File: src/rtl/cmos_inv_pkg.sv
// Shared types and helpers for the conditional-inversion pipeline:
// the per-word mode encoding and the per-stage invert decision.
package cmos_inv_pkg;

  typedef enum logic [1:0] {
    PASS      = 2'd0,
    INV_FIRST = 2'd1,
    INV_EVERY = 2'd2,
    INV_LAST  = 2'd3
  } inv_mode_e;

  function automatic logic inv_at_stage(input inv_mode_e mode,
                                        input int unsigned k,
                                        input int unsigned depth);
    logic inv;
    case (mode)
      INV_FIRST: inv = (k == 0);
      INV_EVERY: inv = 1'b1;
      INV_LAST:  inv = (k == depth - 1);
      default:   inv = 1'b0;
    endcase
    return inv;
  endfunction

endpackage

File: src/rtl/cmos_inv_vec.sv
// WIDTH-bit bank of switch-level CMOS inverters (pmos pull-up, nmos pull-down).
// Only compiled when CMOS_INV_PIPE_SWITCH_LEVEL_EN is defined.
`ifdef CMOS_INV_PIPE_SWITCH_LEVEL_EN
module cmos_inv_vec #(
  parameter int unsigned WIDTH = 8
) (
  input  logic            [WIDTH-1:0] a,
  output wire logic       [WIDTH-1:0] y
);

  supply1 vdd;
  supply0 gnd;

  for (genvar i = 0; i < WIDTH; i++) begin : g_cell
    pmos p_up (y[i], vdd, a[i]);
    nmos n_dn (y[i], gnd, a[i]);
  end

endmodule
`endif

File: src/rtl/cmos_inv_pipe.sv
// WIDTH-bit, DEPTH-stage elastic pipeline with per-word conditional inversion.
// Define CMOS_INV_PIPE_SWITCH_LEVEL_EN to build inverters from cmos_inv_vec cells.
module cmos_inv_pipe
  import cmos_inv_pkg::*;
#(
  parameter int unsigned WIDTH = 8,
  parameter int unsigned DEPTH = 4,
  parameter int unsigned CNT_W = $clog2(DEPTH + 1)
) (
  input  logic             clk,
  input  logic             rst_n,
  input  logic             in_valid,
  output logic             in_ready,
  input  logic [WIDTH-1:0] in_data,
  input  logic [1:0]       in_mode,
  output logic             out_valid,
  input  logic             out_ready,
  output logic [WIDTH-1:0] out_data,
  output logic [CNT_W-1:0] level
);

  logic      [DEPTH-1:0] v;
  logic      [WIDTH-1:0] d [DEPTH];
  inv_mode_e             m [DEPTH];

  logic      [DEPTH-1:0] adv;
  logic      [DEPTH-1:0] load;
  logic      [DEPTH:0]   can_take;
  logic      [WIDTH-1:0] nxt_d [DEPTH];
  inv_mode_e             nxt_m [DEPTH];

  // can_take[k]: stage k is free or vacates this cycle; ripples back from out_ready
  always_comb begin
    adv             = '0;
    can_take        = '0;
    can_take[DEPTH] = out_ready;
    for (int unsigned i = 0; i < DEPTH; i++) begin
      int unsigned k;
      k           = DEPTH - 1 - i;
      adv[k]      = v[k] & can_take[k+1];
      can_take[k] = ~v[k] | adv[k];
    end
  end

  assign in_ready = can_take[0];

  for (genvar k = 0; k < DEPTH; k++) begin : g_stage
    logic [WIDTH-1:0] src_d;
    inv_mode_e        src_m;
    logic             inv_sel;

    if (k == 0) begin : g_head
      assign src_d   = in_data;
      assign src_m   = inv_mode_e'(in_mode);
      assign load[k] = in_valid & in_ready;
    end else begin : g_body
      assign src_d   = d[k-1];
      assign src_m   = m[k-1];
      assign load[k] = adv[k-1];
    end

    assign inv_sel  = inv_at_stage(src_m, k, DEPTH);
    assign nxt_m[k] = src_m;

`ifdef CMOS_INV_PIPE_SWITCH_LEVEL_EN
    logic [WIDTH-1:0] inv_d;
    cmos_inv_vec #(.WIDTH(WIDTH)) u_inv (
      .a(src_d),
      .y(inv_d)
    );
    assign nxt_d[k] = inv_sel ? inv_d : src_d;
`else
    assign nxt_d[k] = inv_sel ? ~src_d : src_d;
`endif
  end

  logic acc_hs;
  logic out_hs;
  assign acc_hs = in_valid & in_ready;
  assign out_hs = v[DEPTH-1] & out_ready;

  always_ff @(posedge clk) begin
    if (!rst_n) begin
      v     <= '0;
      level <= '0;
      for (int unsigned i = 0; i < DEPTH; i++) begin
        d[i] <= '0;
        m[i] <= PASS;
      end
    end else begin
      for (int unsigned i = 0; i < DEPTH; i++) begin
        if (load[i]) begin
          v[i] <= 1'b1;
          d[i] <= nxt_d[i];
          m[i] <= nxt_m[i];
        end else if (adv[i]) begin
          v[i] <= 1'b0;
        end
      end
      case ({acc_hs, out_hs})
        2'b10:   level <= level + CNT_W'(1);
        2'b01:   level <= level - CNT_W'(1);
        default: ;
      endcase
    end
  end

  assign out_valid = v[DEPTH-1];
  assign out_data  = d[DEPTH-1];

  // Last-stage mode is held for uniformity with the other stages but never consumed.
  logic tail_mode_unused;
  assign tail_mode_unused = ^m[DEPTH-1];

endmodule

File: config.mk
export PLATFORM = sky130hd
export DESIGN_NAME = cmos_inv_pipe
export DESIGN_NICKNAME = d
export VERILOG_FILES = /design/src/rtl/cmos_inv_pkg.sv /design/src/rtl/cmos_inv_vec.sv /design/src/rtl/cmos_inv_pipe.sv
export SDC_FILE = /design/constraint.sdc
export NUM_CORES = 1
export LEC_CHECK = 0
export CAP_MARGIN = 40
export CORE_MARGIN = 5
export CORE_UTILIZATION = 40
export DETAILED_ROUTE_END_ITERATION = 8
export PLACE_DENSITY = 0.58
export SYNTH_ARGS = -nofsm -noshare
export SYNTH_HDL_FRONTEND = slang
export SYNTH_SLANG_ARGS = --single-unit
File: constraint.sdc
create_clock -name clk -period 4.81 [get_ports clk]
set_input_delay 0.481 -clock clk [delete_from_list [all_inputs] [get_ports clk]]
set_output_delay 0.481 -clock clk [all_outputs]
set_load 0.01 [all_outputs]
**After elaboration in Yosys (flattened, before gate mapping)**

Memories as Yosys holds them, arrays and structs flattened.
Index checks and enable logic that the tools add are counted.

- $add $sub $neg: 2
- Equality and inequality tests: 8
- Mux-type cells: 38
- Bitwise logic cells: 25
- Reductions and logical operators: 7

Operators by type and width:

| kind | count |
|---|---|
| 2-to-1 mux 8 bit | 8 |
| inverter 8 bit | 4 |
| 2-to-1 mux 1 bit | 25 |
| == test 2 bit (second input constant) | 6 |
| OR 1 bit | 12 |
| nonzero test 2 bit | 5 |
| 2-to-1 mux 2 bit | 4 |
| one-hot mux 3 bit (2 select lines) | 1 |
| bitwise AND 1 bit | 5 |
| == test 2 x 1 -> 1 bit (second input constant) | 2 |
| inverter 1 bit | 4 |
| OR reduction 2 bit | 2 |
| adder 3 x 1 -> 3 bit (second input constant) | 1 |
| subtractor 3 x 1 -> 3 bit (second input constant) | 1 |

- Register bits: 7
- Bits in writable memories: 40
- Bits of input ports: 14
- Output and inout bits: 13
- Word-level logic and storage cells: 87
- Memories kept: 2

Memory list:

| name | words | bits a word | read ports | clocked after memory_dff | wr ports | RTL line | text |
|---|---|---|---|---|---|---|---|
| d | 4 | 8 | 4 | 0 | 4 | cmos_inv_pipe.sv:23 | `logic [WIDTH-1:0] d [DEPTH];` |
| m | 4 | 2 | 3 | 0 | 4 | cmos_inv_pipe.sv:24 | `inv_mode_e m [DEPTH];` |

**Logic depth before layout (Yosys ltp)**

Gate-level depths: netlist (run 1).

- Depth after elaboration: 13
- Depth in mapped cells: 8
- Depth with buffers taken out: 8

**Worst setup path after synthesis (run 1)**

Ideal clock, no wire load.

- Path type: input to register
- Start: in out_ready
- End: reg level[2]
- Setup time: 0.076 ns
- Arrival time: 2.130 ns
- Required time: 4.734 ns
- Slack: 2.604 ns
- Stages on the path: 8
- Path buffers: 0
- Cell sequence: nand4b_1 o21ai_0 ha_1 inv_1 fa_1 xor2_1 or3_1 a21boi_0

- Word-level cells in the longest chain between the ends: 11
- Elaborated cells on any way between the ends: 13
- Those cells by class: eq/ne (2); mux (1); bitwise (9); reduce/logical (1)

RTL lines:

| item | RTL line | text |
|---|---|---|
| start, declared | cmos_inv_pipe.sv:17 | `input logic out_ready,` |
| bitwise AND 1 bit * | cmos_inv_pipe.sv:40, cmos_inv_pipe.sv:80 |  |
| OR 1 bit | cmos_inv_pipe.sv:41 | `can_take[k] = ~v[k] \| adv[k];` |
| bitwise AND 1 bit | cmos_inv_pipe.sv:40 | `adv[k] = v[k] & can_take[k+1];` |
| OR 1 bit | cmos_inv_pipe.sv:41 |  |
| bitwise AND 1 bit | cmos_inv_pipe.sv:40 |  |
| OR 1 bit | cmos_inv_pipe.sv:41 |  |
| bitwise AND 1 bit | cmos_inv_pipe.sv:40 |  |
| OR 1 bit | cmos_inv_pipe.sv:41 |  |
| bitwise AND 1 bit | cmos_inv_pipe.sv:79 | `assign acc_hs = in_valid & in_ready;` |
| == test 2 x 1 -> 1 bit / == test 2 bit (equally long branches) | cmos_inv_pipe.sv:100 | `case ({acc_hs, out_hs})` |
| one-hot mux 3 bit (2 select lines) / nonzero test 2 bit (equally long branches) | -- |  |
| end signal, assigned | cmos_inv_pipe.sv:101 | `2'b10: level <= level + CNT_W'(1);` |
| end signal, assigned | cmos_inv_pipe.sv:102 | `2'b01: level <= level - CNT_W'(1);` |
| end, declared | cmos_inv_pipe.sv:19 | `output logic [CNT_W-1:0] level` |

Mark *: on every way between the ends. The rest lies on a longest branch, timed or not.
A chain may end at the register's enable or synchronous reset.

**Worst setup path in the final report (run 1)**

Same ends and word-level chain as after synthesis.

==> results.cfg, run 1 <==
[sta]
hold_violations = 0
timing.fmax_mhz = 388
setup_tns_ns = 0
fin_worst_skew_ns = 0.00449
rsz0062_at_grt = no
setup_viol = 0
finalCriticalPeriod_ns = 2.58
report.final.slew_viol_count = 0
worst_pin_slew_ns = 0.777
whs_ns = 0.509
max_slew_margin_pct = 48.1
period_share_pct = 53.6

[synthesis]
ys_seq_area_share_pct = 62.7
yosysTopAreaCell = edfxtp_1
avgSynthCellArea_sq_um = 12.2
ys_types = 27
synth-edff-count = 37
ys_warn_count = 0
mappedNetlistArea_sq_um = 1990
synth_nets = 179
ys_seq_elements = 44
ys.flop_type = edfxtp_1
yosysMostFrequentCell = edfxtp_1
synth_area_leaders = edfxtp_1 (56%), xnor2_1 (14%), dfxtp_1 (7.0%), nor2_1 (6.6%), inv_1 (1.7%)
synth.top_cells.by_count = edfxtp_1 (37), nor2_1 (35), xnor2_1 (33)
netlist.area_leader.share_pct = 55.7
async_reset_ff_share_pct = 0
syn_inst = 163

[power_and_ir_drop]
switchingPower_uw = 174
sw_frac_of_total_pct = 21.2
p_comb_share_pct = 11.6
p_int_uw = 645
seqPwrFrac_pct = 55.1
p_per_area_nw_per_um2 = 336
leakagePower_uw = 0.000825
clock_power_share_pct = 33.4
fin_total_pwr_uw = 819
peakVddDrop_mv = 0.144

[global_route]
track_usage_pct = 9.61
grt_start_max_net_pins = 16
grt-ovfl-total = 0
antenna_found_initial = 0
grt_pass1_wl_um = 4680
grt_pass1_vias = 1139

[worst_setup_path]
crit_path_end_kind = register
crit_arrival_ns = 2.80
startpoint_type = primary input
crit_type = primary input to register
worst_path_max_delay_cell = clkdlybuf4s50_1
cp_data_required_time_ns = 5.03
cpPeakStageDelay_ns = 0.45
crit_family = adder cells
cp.buffers_inverters = 2
crit_chain = clkdlybuf4s50_1, nand4b_1, o21ai_0, ha_1, inv_1, fa_1, xor2_1, or3_1, a21boi_0
critPathMaxFanout = 5

[cts]
cts.hold.buffers_added = 0
clock_latency_ns = 0.29
max-clock-path-buffers = 2
postCtsSetupBuffers = 0
clock_sinks = 44
cts_tree = built
postCtsResizedCells = 0
h-tree-depth = 2
clkTransAtPathRegs_ns = 0.08
cts_made_buffers = 5
root_buffer = clkbuf_8

[final_layout]
area_delta_synth_final_pct = 22.1
nNetsFinal = 209
drive_above_1_share_pct = 5.67
antennaDiodeCount = 0

[outcome]
outcome = completed

[die]
num_io_pins = 27
core_sq_um = 4790
die_area_sq_um = 6500
die_w_um = 80.6
die_h_um = 80.6
rows = 25
initial_core_util_pct = 41.7

[route]
drt_iter0_drc = 53
drcViolationCount = 0
vias_per_cell = 4.50
ant_nets = 0
drt-wirelength-per-cell_um = 10.1
drt-pass1-iter-count = 4
num_vias = 1174
routed_wl_um = 2630

[place]
place.gp.congestion = 0.721
portBuffers = 26
dp_hpwl_um = 2070

[worst_hold_path]
hp-class = register to register

[flow_run]
cap_viol_max_count = 0
[placed cells by master (no fill, tap or decap)]
cell	n
inv_1	9
and3_1	1
bufinv_16	1
and2_1	4
nor2_1	35
nand4b_1	1
clkbuf_1	1
ha_1	1
and3_2	1
clkinv_2	1
o21ai_2	1
o21ai_0	4
buf_4	1
clkdlybuf4s50_1	26
edfxtp_1	37
dfxtp_1	7
nand2b_1	1
nand3b_1	1
nand2_1	7
fa_1	1
xor2_4	1
nor2b_1	3
xor2_1	1
and4b_1	1
clkbuf_8	5
xnor2_1	33
a21boi_0	4
nand3_1	3
a21oi_1	1
or3_1	1
[metal layers]
metal | track usage [%] | vias up | wire length [um]
met5 | 0 | - | 0
met4 | 4.56 | 0 | 53
met3 | 4.15 | 6 | 157
met2 | 18.2 | 25 | 1440
met1 | 8.55 | 546 | 970
li1 | - | 597 | -
[path summary, 6_finish.rpt]
kind	slack (ns)	startpoint	end	depth (start not counted)
setup / recovery	2.23	out_ready	level[2]$_SDFFE_PN0P_	9
hold / removal	0.51	v[1]$_SDFFE_PN0P_	v[2]$_SDFFE_PN0P_	2
setup reg to reg	2.53	v[2]$_SDFFE_PN0P_	level[2]$_SDFFE_PN0P_	8
hold reg to reg	0.51	v[1]$_SDFFE_PN0P_	v[2]$_SDFFE_PN0P_	2
[power groups by stage]
| stage | combinational [uW] | clock [uW] | sequential [uW] |
|---|---|---|---|
| 2_1_floorplan | 62.4 | 0 | 460 |
| 3_3_place_gp | 93.9 | 0 | 460 |
| 6_report | 94.7 | 273 | 451 |
| 5_1_grt | 105 | 297 | 454 |
| 3_5_place_dp | 96.0 | 0 | 460 |
| 4_1_cts | 96.3 | 281 | 452 |
[sequential cells by signal, summed over array words and instances (netlist names)]
register	flops
d	32
level	3
m	5
v	4
[cell type report]
type,count,area [sq um]
sequential,44,1250
multi-input combinational,106,691
inverter,9,33.8
fill,444,2350
timing repair buffer,27,268
clock inverter,2,35.0
tap,67,83.8
clock buffer,6,72.6
[worst min-delay path: cells and delay by family, from the launching register on]
family | cells | cell delay [ns]
flip-flops | 1 | 0.34
buffers and inverters | 1 | 0.06
AO/OA/AOI/OAI | 1 | 0.06
[logic make-up after synthesis]
group | after synthesis | share of synthesized area, %
AND/OR/NAND/NOR | 59 | 13.5
flip-flops | 44 | 62.7
XOR/XNOR | 35 | 16.3
buffers and inverters | 13 | 2.63
AO/OA/AOI/OAI | 10 | 3.20
adder cells (fa/ha/maj) | 2 | 1.63
[stage by stage]
step,utilization [%],instances,area [sq um],setup slack [ns]
6_report,50.9,261,2430,2.23
5_1_grt,50.9,261,2430,2.04
3_3_place_gp,48.6,253,2330,2.05
3_5_place_dp,48.6,253,2330,1.92
2_1_floorplan,-,163,1990,2.60
4_1_cts,50.9,261,2430,2.22
Power figures use the tool's default switching activity.
==> run 2, diff against run 1 <==
Clock period 4.81 ns to 2.7 ns, I/O delays scaled along.
==> run 2 against run 1 <==
  * Sequential power up 78%
  * Global-route usage is 0.38 points lower
  * Via count is 1.0% lower
  * Clock power grew 76%
  * Routed wire length is 1.4% lower
==> results.cfg, run 2 (synthesis gave the netlist of run 1 again) <==
[cts]
h-tree-depth = 2
cts.hold.buffers_added = 0
max-clock-path-buffers = 2
root_buffer = clkbuf_8
clock_sinks = 44
postCtsSetupBuffers = 0
cts_tree = built
postCtsResizedCells = 0
clock_latency_ns = 0.29
cts_made_buffers = 5
clkTransAtPathRegs_ns = 0.08

[worst_hold_path]
hold_depth = 2
min_from = level[2]$_SDFFE_PN0P_
whs_endpoint = level[2]$_SDFFE_PN0P_
hp-class = register to register

[die]
core_sq_um = 4790
die_h_um = 80.6
rows = 25
die_area_sq_um = 6500
num_io_pins = 27
die_w_um = 80.6
initial_core_util_pct = 41.7

[worst_setup_path]
crit_family = adder cells
worst_path_max_delay_cell = clkdlybuf4s50_1
crit_chain = clkdlybuf4s50_1, nand4b_1, o21ai_0, ha_1, inv_1, fa_1, xor2_1, or3_1, a21boi_0
r2r_setup_slack_ns = 0.52
crit_type = primary input to register
cp_data_required_time_ns = 2.92
reg2reg_depth = 8
critPathMaxFanout = 5
crit_path_end_kind = register
cpPeakStageDelay_ns = 0.46
cp.buffers_inverters = 2
rr_startpoint = v[2]$_SDFFE_PN0P_
crit_arrival_ns = 2.49
worstReg2RegEnd = level[2]$_SDFFE_PN0P_
startpoint_type = primary input

[route]
drt-pass1-iter-count = 4
vias_per_cell = 4.44
drt_iter0_drc = 65
num_vias = 1162
routed_wl_um = 2590
drt-wirelength-per-cell_um = 9.88
drcViolationCount = 0
ant_nets = 0

[final_layout]
largestRegisters = d x32, m x5, v x4
drive_above_1_share_pct = 5.64
largest_reg_flops = 32
layout.cells.non_filler = 262
antennaDiodeCount = 0
fillers = 421
regArea_sq_um = 1250
final_cell_mix = edfxtp_1 (37), nor2_1 (35), xnor2_1 (33), clkdlybuf4s50_1 (26), inv_1 (9)
nNetsFinal = 210
final_common_cell = edfxtp_1
area_delta_synth_final_pct = 22.4
multiInputGateArea_sq_um = 691
regMostFlops = d

[global_route]
antenna_found_initial = 0
grt_pass1_vias = 1117
grt_start_max_net_pins = 16
grt_pass1_wl_um = 4520
track_usage_pct = 9.23
grt-ovfl-total = 0

[sta]
hold_violations = 0
worst_pin_slew_ns = 0.783
period_share_pct = 84.2
setup_tns_ns = 0
timing.fmax_mhz = 440
fin_worst_skew_ns = 0.0102
rsz0062_at_grt = no
report.final.slew_viol_count = 0
setup_viol = 0
finalCriticalPeriod_ns = 2.27
max_slew_margin_pct = 47.7

[power_and_ir_drop]
peakVddDrop_mv = 0.323
leakagePower_uw = 0.000827
p_per_area_nw_per_um2 = 595

[place]
place.gp.congestion = 0.752
dp_hpwl_um = 2080
portBuffers = 26
place_inst = 254

[flow_run]
cap_viol_max_count = 0

[outcome]
outcome = completed
## run 2: power by group
group	switching, uW	internal, uW	leakage, uW
sequential	21.8	782	0.000451
combinational	75.3	93.8	0.000323
clock	211	269	0.0000532
total	308	1150	0.000827
## run 2: how the worst max path moves through the flow
stage                            startpoint               endpoint  slack, ns  cells after the start
after global routing              out_ready  level[2]$_SDFFE_PN0P_       0.27                      9
after CTS                         out_ready  level[2]$_SDFFE_PN0P_       0.42                      9
after global placement            out_ready  level[2]$_SDFFE_PN0P_       0.25                      9
after floorplan           v[3]$_SDFFE_PN0P_  level[2]$_SDFFE_PN0P_       0.60                      8
after detailed placement          out_ready  level[2]$_SDFFE_PN0P_       0.14                      9
final                             out_ready  level[2]$_SDFFE_PN0P_       0.43                      9
## run 2: through the flow
stage | instance area, sq um | utilization, % | setup WS, ns | power, uW | hold WS, ns
after floorplan | 1990 | - | 0.598 | 931 | 0.409
after global placement | 2330 | 48.8 | 0.248 | 986 | 0.475
after detailed placement | 2330 | 48.8 | 0.144 | 993 | 0.495
after CTS | 2440 | 51.0 | 0.424 | 1460 | 0.506
after global routing | 2440 | 51.0 | 0.271 | 1510 | 0.553
final | 2440 | 51.0 | 0.425 | 1450 | 0.502
## run 2: cell type report
cell class              instances  area share [%]
flip-flops and latches         44            51.3
multi-input cells             106            28.3
clock inverters                 3            1.54
inverters                       9            1.38
repair buffers                 28            11.3
clock buffers                   5            2.82
well taps                      67            3.43
## run 2: worst min-delay path, delay by kind of cell, from the launching register on
family	cells	cell delay (ns)
AO/OA/AOI/OAI	2	0.13
flip-flops	1	0.32
## run 2: routing by layer
metal | vias up | wire length, um | track usage (%)
met3 | 7 | 175 | 3.59
met4 | 0 | 54 | 5.07
met1 | 528 | 950 | 8.13
li1 | 598 | - | -
met5 | - | 0 | 0
met2 | 29 | 1410 | 17.5
